### config.mk
export PLATFORM = sky130hd
export DESIGN_NAME = shift_load_ctrl
export DESIGN_NICKNAME = d
export VERILOG_FILES = /design/src/rtl/shift_ctrl_pkg.sv /design/src/rtl/rr_arb2.sv /design/src/rtl/shift_load_ctrl.sv
export SDC_FILE = /design/constraint.sdc
export NUM_CORES = 1
export LEC_CHECK = 0
export CAP_MARGIN = 5
export CORE_MARGIN = 3
export CORE_UTILIZATION = 40
export CTS_BUF_LIST = sky130_fd_sc_hd__clkbuf_2
export CTS_CLUSTER_DIAMETER = 100
export CTS_CLUSTER_SIZE = 24
export DETAILED_ROUTE_END_ITERATION = 10
export PLACE_DENSITY_LB_ADDON = 0.05
export SYNTH_ARGS = -nofsm -noshare
export SYNTH_HDL_FRONTEND = slang
export SYNTH_HIERARCHICAL = 1
export SYNTH_SLANG_ARGS = --single-unit
### constraint.sdc
create_clock -name clk -period 2.95 [get_ports clk]
set_input_delay 0.59 -clock clk [delete_from_list [all_inputs] [get_ports clk]]
set_output_delay 0.59 -clock clk [all_outputs]
set_load 0.01 [all_outputs]
### src/rtl/shift_ctrl_pkg.sv
// Shared definitions for the shift-register load/shift sequencer.
package shift_ctrl_pkg;

  // Default shift register width used when the parent does not override it.
  localparam int DEFAULT_WIDTH = 4;

  // Sequencer states. The encoding is fixed so debug taps and checkers can
  // compare against plain 2-bit values.
  typedef enum logic [1:0] {
    ST_IDLE  = 2'd0,
    ST_LOAD  = 2'd1,
    ST_SHIFT = 2'd2,
    ST_DONE  = 2'd3
  } state_t;

endpackage

### src/rtl/rr_arb2.sv
// Two-way round-robin arbiter. Pure combinational: a lone requester wins
// outright; on a tie the client that was not served last wins.
module rr_arb2 (
  input  logic req0,
  input  logic req1,
  input  logic last,
  output logic any_req,
  output logic winner
);

  // Resolve the winner from the current requests and the fairness pointer.
  always_comb begin
    any_req = req0 | req1;
    winner  = 1'b0;
    if (req0 && req1) begin
      winner = ~last;
    end else if (req1) begin
      winner = 1'b1;
    end
  end

endmodule

### src/rtl/shift_load_ctrl.sv
// Sequencer and two-client arbiter for a shared parallel-load/serial-shift
// register. One granted word is loaded with a single ld pulse, then shifted
// out over WIDTH cycles while frame_valid is high, then the client is acked.
//
// Client handshake: a client raises reqN and holds it (with dataN stable
// until granted) until it sees a one-cycle ackN. dataN is sampled only on
// the grant edge. Dropping reqN after the grant does not cancel the
// transfer; it still completes and is still acked. Requests are only looked
// at in IDLE, so anything raised during LOAD/SHIFT/DONE waits for IDLE.
module shift_load_ctrl
  import shift_ctrl_pkg::*;
#(
  parameter int   WIDTH = DEFAULT_WIDTH,
  parameter logic FILL  = 1'b0
) (
  input  logic             clk,
  input  logic             reset,
  input  logic             req0,
  input  logic             req1,
  input  logic [WIDTH-1:0] data0,
  input  logic [WIDTH-1:0] data1,
  output logic             ld,
  output logic [WIDTH-1:0] pd_out,
  output logic             d_fill,
  output logic             frame_valid,
  output logic             busy,
  output logic             gnt,
  output logic             ack0,
  output logic             ack1,
  output state_t           dbg_state
);

  localparam int                CNT_W    = $clog2(WIDTH);
  localparam logic [CNT_W-1:0]  LAST_CNT = CNT_W'(WIDTH - 1);

  state_t           state;
  logic [CNT_W-1:0] cnt;
  logic             last;
  logic             any_req;
  logic             winner;

  rr_arb2 u_arb (
    .req0    (req0),
    .req1    (req1),
    .last    (last),
    .any_req (any_req),
    .winner  (winner)
  );

  // The serial fill bit never changes.
  assign d_fill    = FILL;
  assign dbg_state = state;

  // Sequencer: state, bit counter, data latch, fairness pointer and all
  // registered strobes. Each output is set on the edge that enters the
  // state it belongs to, so it lines up exactly with that state.
  always_ff @(posedge clk or negedge reset) begin
    if (!reset) begin
      state       <= ST_IDLE;
      cnt         <= '0;
      last        <= 1'b1;
      gnt         <= 1'b0;
      pd_out      <= '0;
      ld          <= 1'b0;
      frame_valid <= 1'b0;
      busy        <= 1'b0;
      ack0        <= 1'b0;
      ack1        <= 1'b0;
    end else begin
      ld   <= 1'b0;
      ack0 <= 1'b0;
      ack1 <= 1'b0;
      case (state)
        ST_IDLE: begin
          if (any_req) begin
            state  <= ST_LOAD;
            gnt    <= winner;
            pd_out <= winner ? data1 : data0;
            ld     <= 1'b1;
            busy   <= 1'b1;
          end
        end
        ST_LOAD: begin
          state       <= ST_SHIFT;
          cnt         <= '0;
          frame_valid <= 1'b1;
        end
        ST_SHIFT: begin
          // Explicit terminal compare; the counter is not assumed to wrap
          // at WIDTH.
          cnt <= cnt + CNT_W'(1);
          if (cnt == LAST_CNT) begin
            state       <= ST_DONE;
            frame_valid <= 1'b0;
            ack0        <= ~gnt;
            ack1        <= gnt;
          end
        end
        ST_DONE: begin
          state <= ST_IDLE;
          last  <= gnt;
          busy  <= 1'b0;
        end
        default: begin
          state <= ST_IDLE;
        end
      endcase
    end
  end

  // Never acknowledge both clients at once.
  a_ack_onehot: assert property (@(posedge clk) disable iff (!reset)
    !(ack0 && ack1));

  // The load strobe is a single-cycle pulse.
  a_ld_pulse: assert property (@(posedge clk) disable iff (!reset)
    ld |=> !ld);

endmodule

Word-level counts from Yosys, hierarchy flattened --
Index checks and enable logic that the tools add are counted.
Storage, ports and cells: logic and storage cells 45, input bits 12, output and inout port bits 13, register bits 15
Operators by class: equal/unequal tests 6, bitwise operators 3, $add $sub $neg 1, reduce and logical (&&, ||, !) cells 8, multiplexer cells 17
Operator list (number):
- 2-to-1 mux 1 bit | 10
- one-hot mux 2 bit (4 select lines) | 1
- AND reduction 2 bit | 4
- == test 2 bit, second input constant | 3
- 2-to-1 mux 2 bit | 2
- 2-to-1 mux 4 bit | 1
- inequality test 2 bit, second input constant | 2
- one-hot mux 1 bit (2 select lines) | 2
- one-hot mux 2 bit (2 select lines) | 1
- nonzero test 2 bit | 2
- adder 2 x 1 -> 2 bit, second input constant | 1
- == test 2 x 1 -> 1 bit, second input constant | 1
- logical NOT 2 bit | 1
- NOT 1 bit | 2
- logical AND 1 bit | 1
- OR 1 bit | 1

Longest topological paths before layout --
Gate-level depths: netlist (run 1).
word-level depth 3, gate-level depth with buffers 6, mapped depth without buffers 5

Hierarchy --
The synthesis (run 1) kept the hierarchy.
By module, submodules not included:
- shift_load_ctrl | area each 714.4 sq um, instances 1, seq. area each 376.6 sq um, cells an instance 62
- rr_arb2 | area each 13.8 sq um, instances 1, seq. area each 0.0 sq um, cells an instance 2

Worst setup path before layout (run 1) --
Ideal clock, no wire load.
kind input port to flip-flop, start point in req1, end point reg gnt, data arrival time 1.370 ns, buffers on the path 1, library setup time 0.125 ns, slack 1.455 ns, required time 2.825 ns, stages on the path 4, path through or2_1 and2_4 buf_6 mux2_4
Between the ends: cells in the longest elaborated chain, start to end 2, elaborated cells on any way between the ends 5, classes of those cells 2 x mux; 1 x bitwise; 2 x reduce/logical
Ends and longest elaborated chain:
- start: declaration | RTL line shift_load_ctrl.sv:19 | input logic req1,
- 2-to-1 mux 1 bit, or another cell as far along | RTL line rr_arb2.sv:17 | end else if (req1) begin
- 2-to-1 mux 1 bit or AND reduction 2 bit (tied branches)
- end signal: assignment | RTL line shift_load_ctrl.sv:77 | gnt <= winner;
- end: declaration | RTL line shift_load_ctrl.sv:27 | output logic gnt,
Several ways; a longest one is shown, not always the timed one. A chain may end at the register's enable or synchronous reset.

Final worst setup path (run 1) --
start point reg state[1] (netlist: dbg_state[1]), end point out dbg_state[1]
RTL lines:
- start: declaration | RTL line shift_load_ctrl.sv:36 | state_t state;
- start signal: assignment | RTL line shift_load_ctrl.sv:59 | state <= ST_IDLE;
- start signal: assignment | RTL line shift_load_ctrl.sv:76 | state <= ST_LOAD;
- start signal: assignment | RTL line shift_load_ctrl.sv:84 | state <= ST_SHIFT;
- end: declaration | RTL line shift_load_ctrl.sv:30 | output state_t dbg_state
No word-level cell between the ends.

==> results of run 1 <==
where the power goes:
group / leakage (µW) / switching [µW] / internal [µW] / total [µW]
registers: 0.000178 / 60.6 / 293 / 354
logic: 0.000267 / 199 / 252 / 451
clock network: 0.0000164 / 71.6 / 30.7 / 102
total: 0.000462 / 332 / 575 / 907
Yosys cell counts, drive strengths merged:
| master | n | area (µm²) |
|---|---|---|
| dfrtp | 14 | 350 |
| inv | 7 | 26.3 |
| ha | 6 | 75.1 |
| nor2 | 6 | 22.5 |
| a21oi | 5 | 25.0 |
| mux2i | 5 | 50.1 |
| mux2 | 3 | 37.5 |
| buf | 2 | 18.8 |
| nand3 | 2 | 10.0 |
| o21ai | 2 | 10.0 |
| a21boi | 1 | 7.51 |
| and2 | 1 | 8.76 |
| and3 | 1 | 6.26 |
| clkbuf | 1 | 5.00 |
| conb | 1 | 3.75 |
| dfstp | 1 | 26.3 |
| nand2 | 1 | 3.75 |
| nor2b | 1 | 8.76 |
| o22ai | 1 | 6.26 |
| o2bb2ai | 1 | 8.76 |
| o32a | 1 | 11.3 |
| or2 | 1 | 6.26 |
final cells by class:
class	count	area (µm²)	area share
clock buffer	3	15.0	0.0152
multi-input combinational	39	302	0.306
tap	24	30.0	0.0305
timing repair buffer	23	230	0.234
clock inverter	1	5.00	0.00508
sequential	15	377	0.382
inverter	7	26.3	0.0267
cells by family after synthesis:
logic type               Yosys count  share of synthesized area
flip-flops                        15                      0.517
AND/OR/NAND/NOR                   13                     0.0911
multiplexers                       8                      0.120
buffers and inverters             10                     0.0687
adder cells (fa/ha/maj)            6                      0.103
AO/OA/AOI/OAI                     11                     0.0945
other                              1                    0.00515
stage by stage:
step,cell area (µm²),setup slack (ns)
floorplan,728,1.46
global placement,965,0.891
detailed placement,965,0.912
CTS,985,0.996
global route,985,0.948
finish,985,1.02
layer usage:
metal	global-route usage	vias to the layer above
li1	-	259
met1	0.145	244
met2	0.229	15
met3	0.0583	4
met4	0.0853	0
met5	0	-
how the worst max path moves through the flow:
stage | from | end | slack [ns] | cells past startpoint
floorplan | req1 | gnt | 1.46 | 4
CTS | dbg_state[1] | dbg_state[1] | 1.0 | 1
finish | dbg_state[1] | dbg_state[1] | 1.02 | 1
global route | dbg_state[1] | dbg_state[1] | 0.95 | 1
global placement | req1 | pd_out[2] | 0.89 | 4
detailed placement | req1 | pd_out[2] | 0.91 | 4
==> metrics.md, run 1 <==
| Metric | Value |
|---|---|
| CP max FO | `6` |
| Seq cells post-synth | `15` |
| PortBufs | `23` |
| Post-Syn Area | `728 µm²` |
| Worst Setup Start Kind | `flip-flop` |
| Max Freq | `518 MHz` |
| Worst slew margin | `0.574` |
| Clock sink total | `15` |
| Min-Delay Path Class | `reg -> reg` |
| Worst r2r src | `dbg_state[0]` |
| Max-Cap Viols | `0` |
| Total number of vias | `522` |
| Nets | `between 100 and 150` |
| Detail Route Antenna Nets | `0` |
| Worst path bufs/invs | `1` |
| Part of the Yosys area used for sequential elements | `0.517` |
| Vias in the first global route | `521` |
| Status | `complete, no violations` |
| CP Cell Sequence | `clkdlybuf4s50_1` |
| Met3 wire len | `about 93 µm` |
| Commonest non-fill, non-tap cell in the layout | `clkdlybuf4s50_1` |
| Die X | `between 40 and 50 µm` |
| Lkg Pwr | `0.000462 µW` |
| Post-route met1 wirelength | `563 µm` |
| CP peak stage delay | `0.57 ns` |
| Syn Nets | `82` |
| Worst-Skew Late Latency | `0.30 ns` |
| Top layer in use | `met4` |
| # DRC | `0` |
| Final setup fails | `0` |
| Cell depth of the worst flop-to-flop path | `5` |
| Top delay family on crit path | `buffers and inverters` |
| Critical path type | `reg -> out` |
| Clock transition at path regs | `0.15 ns` |
| Critical path arrival | `roughly 1.3 ns` |
| Final hold slack | `0.526 ns` |
| Initial Util | `0.452` |
| Worst-case clock buffer depth | `2` |
| Root Driver | `clkbuf_2` |
| Worst Hold Depth | `1` |
| Mapped Cells | `64` |
| Util after Layout | `0.611` |
| Drt total wl | `1410 µm` |
| Core Box Area | `1610 µm²` |
| WHS Endpoint | `ack0` |
| Initial DRC count | `7` |
| CTS resizes | `0` |
| Site row count | `14` |
| Synth Warn # | `6` |
| Pwr/cell area | `921 nW/µm²` |
| CP max stage cell | `clkdlybuf4s50_1` |
| Global placer's final weighted congestion | `0.693` |
| CTS tree | `built` |
| First-pass GRT wire length | `2410 µm` |
| All-Layer GR Usage | `0.138` |
| Cts hold-fix bufs | `0` |
| Slew Limit Fails | `0` |
| Final Skew | `roughly 0.0058 ns` |
| Max reg flops | `4` |
| Die height | `48.7 µm` |
| Total CTS buffers | `3` |
| Final critical-path required period | `between 1.5 and 2 ns` |
| Pre-Repair DR Iteration Count | `4` |
| Synthesized area per cell | `11.4 µm²` |
| Wirelength per Cell | `around 13 µm` |
| Overflow after GRT | `0` |
| Reg2reg setup slack | `1.35 ns` |
| Inst Count DP | `108` |
| Most frequent cells in the layout | `clkdlybuf4s50_1 (23), dfrtp_1 (14), inv_1 (7)` |
| Initial antenna violation count | `0` |
| Worst slew pin tran | `0.638 ns` |
| Final period util | `0.654` |
| Layout Area Growth over Synthesis | `35.2%` |
| Final HPWL DP | `1140 µm` |
| Met2 WL post-DR | `724 µm` |
| H-tree level count | `1` |
| Share of cells above drive strength 1 | `0.125` |
| Filler instances | `150` |
| VDD IR max | `549 µV` |
| RSZ-0062 raised after global routing | `no` |
| Antenna cells | `0` |
| Die ar. | `2370 µm²` |
| Setup TNS | `0 ns` |
| R2R Path End | `dbg_state[1]` |
| Synth cell types | `24` |
| Setup Buffers After CTS | `0` |
| Non-Filler Instances | `112` |
| Setup crit end kind | `output pin` |
| I/O pin total | `25` |
| Critical path required time | `between 2 and 2.5 ns` |
| Top reg by flops | `pd_out` |
| Power Total | `907 µW` |
| Vias per inst | `4.66` |
| Worst min-delay path startpoint | `gnt` |
| Largest net degree at the start of global routing | `16` |
| Final Hold Fails | `0` |
Note: power is estimated with default switching activity, not from simulation.
==> run 2, diff against run 1 <==
clock period = 2 ns   (was 2.95 ns; I/O delays follow)
==> metrics.md, run 2 (same netlist as run 1, synthesis figures left out) <==
| Metric | Value |
|---|---|
| Status | `complete, no violations` |
| Initial Util | `0.452 (unchanged)` |
| Lkg Pwr | `0.000472 µW (+2.2%)` |
| Max Freq | `around 580 MHz` |
| Die X | `48.7 µm (unchanged)` |
| Min-Delay Path Class | `in -> async` |
| Pwr/cell area | `1340 nW/µm² (+45%)` |
| Largest net degree at the start of global routing | `16 (unchanged)` |
| Worst r2r src | `dbg_state[0]` |
| Total CTS buffers | `3 (unchanged)` |
| Worst-case clock buffer depth | `2 (unchanged)` |
| Final instance area | `1000 µm² (+1.5%)` |
| Setup Buffers After CTS | `0 (unchanged)` |
| Critical path arrival | `1.33 ns (about the same)` |
| Setup TNS | `0 ns (unchanged)` |
| H-tree level count | `1 (unchanged)` |
| Worst-Skew Late Latency | `0.28 ns (-0.02 ns)` |
| Site row count | `14 (unchanged)` |
| Filler instances | `155 (+3.3%)` |
| Cell depth of the worst flop-to-flop path | `5 (unchanged)` |
| Overflow after GRT | `0 (unchanged)` |
| Slew Limit Fails | `0 (unchanged)` |
| Top delay family on crit path | `buffers and inverters` |
| All-Layer GR Usage | `0.125 (-0.0128)` |
| R2R Path End | `dbg_state[1]` |
| CP max stage cell | `clkdlybuf4s50_1` |
| Antenna cells | `0 (unchanged)` |
| Clock transition at path regs | `0.14 ns (about the same)` |
| First-pass GRT wire length | `2290 µm (-4.9%)` |
| Pre-Repair DR Iteration Count | `4 (unchanged)` |
| CP max FO | `6 (unchanged)` |
| CTS resizes | `0 (unchanged)` |
| Worst Setup Start Kind | `flip-flop` |
| Final HPWL DP | `1030 µm (-9.0%)` |
| Cts hold-fix bufs | `0 (unchanged)` |
| CP peak stage delay | `0.57 ns (about the same)` |
| CTS tree | `built` |
| Worst path bufs/invs | `1 (unchanged)` |
| Most frequent cells in the layout | `clkdlybuf4s50_1 (23), dfrtp_1 (14), inv_1 (7)` |
| Share of cells above drive strength 1 | `0.144 (+0.0194)` |
| RSZ-0062 raised after global routing | `no` |
| I/O pin total | `25 (unchanged)` |
| VDD IR max | `682 µV (+24%)` |
| Critical path type | `reg -> out` |
| Final Skew | `0.00231 ns (-0.00351 ns)` |
| Top reg by flops | `pd_out` |
| Final setup fails | `0 (unchanged)` |
| Detail Route Antenna Nets | `0 (unchanged)` |
| Reg2reg setup slack | `0.47 ns (-0.88 ns)` |
| Initial antenna violation count | `0 (unchanged)` |
| Total number of vias | `531 (+1.7%)` |
| # DRC | `0 (unchanged)` |
| Commonest non-fill, non-tap cell in the layout | `clkdlybuf4s50_1` |
| Nets | `109 (+1.9%)` |
| Core Box Area | `1610 µm² (unchanged)` |
| Max reg flops | `4 (unchanged)` |
| Die ar. | `2370 µm² (unchanged)` |
| Vias per inst | `4.66 (about the same)` |
| Final critical-path required period | `1.73 ns` |
| Vias in the first global route | `526 (+0.96%)` |
| Wirelength per Cell | `11.9 µm (-5.5%)` |
| Max-Cap Viols | `0 (unchanged)` |
| Clock sink total | `15 (unchanged)` |
| Initial DRC count | `9 (+2)` |
| Final Hold Fails | `0 (unchanged)` |
| CP Cell Sequence | `clkdlybuf4s50_1` |
| Die height | `48.7 µm (unchanged)` |
| PortBufs | `23 (unchanged)` |
| Setup crit end kind | `output pin` |
| Critical path required time | `1.60 ns (-0.76 ns)` |
| Layout Area Growth over Synthesis | `37.3%` |
| Root Driver | `clkbuf_2` |
| Post-place instance area | `980 µm² (+1.6%)` |
| Final period util | `0.864` |
| Global placer's final weighted congestion | `0.719 (+3.7%)` |
| Drt total wl | `1360 µm (-3.8%)` |
[run 2: changes by cell type in the layout (fill, tap and decap cells not counted), sizes merged]
cell / delta
buf: +2
clkbuf: +1
clkinv: -1
[run 2: area by class of cell]
type / instances / area (µm²) / share of cell area
clock buffers: 4 / 20.0 / 0.0200
inverters: 7 / 26.3 / 0.0263
multi-input cells: 39 / 302 / 0.302
flip-flops and latches: 15 / 377 / 0.377
well taps: 24 / 30.0 / 0.0300
repair buffers: 25 / 245 / 0.245
[run 2: layer usage]
layer	routed length, µm	up-vias	GRT usage
met1	591	248	0.145
met3	100	2	0.0583
met5	0	-	0
li1	-	264	-
met4	13	0	0.0427
met2	653	17	0.204
[run 2: how the worst max path moves through the flow]
stage / slack (ns) / end / cells past startpoint / startpoint
3_3_place_gp: 0.30 / dbg_state[1] / 5 / req0
4_1_cts: 0.24 / dbg_state[1] / 1 / dbg_state[1]
6_report: 0.27 / dbg_state[1] / 1 / dbg_state[1]
2_1_floorplan: 0.51 / dbg_state[1] / 5 / dbg_state[0]
5_1_grt: 0.19 / dbg_state[1] / 1 / dbg_state[1]
3_5_place_dp: 0.26 / dbg_state[1] / 5 / req0
[run 2: through the flow]
step / setup WS (ns) / total power (µW) / instances / hold WS (ns) / utilization
after floorplan: 0.512 / 922 / 64 / 0.104 / -
after global placement: 0.300 / 1180 / 110 / 0.495 / 0.608
after detailed placement: 0.261 / 1200 / 110 / 0.491 / 0.608
after CTS: 0.241 / 1350 / 114 / 0.399 / 0.620
after global routing: 0.186 / 1440 / 114 / 0.392 / 0.620
final: 0.272 / 1340 / 114 / 0.400 / 0.620
[run 2: where the power goes]
part           total (µW)  internal [µW]  leakage (µW)  switching (µW)
Clock                 149           53.0     0.0000166            95.6
Combinational         669            376      0.000277             293
Sequential            518            432      0.000178            85.7
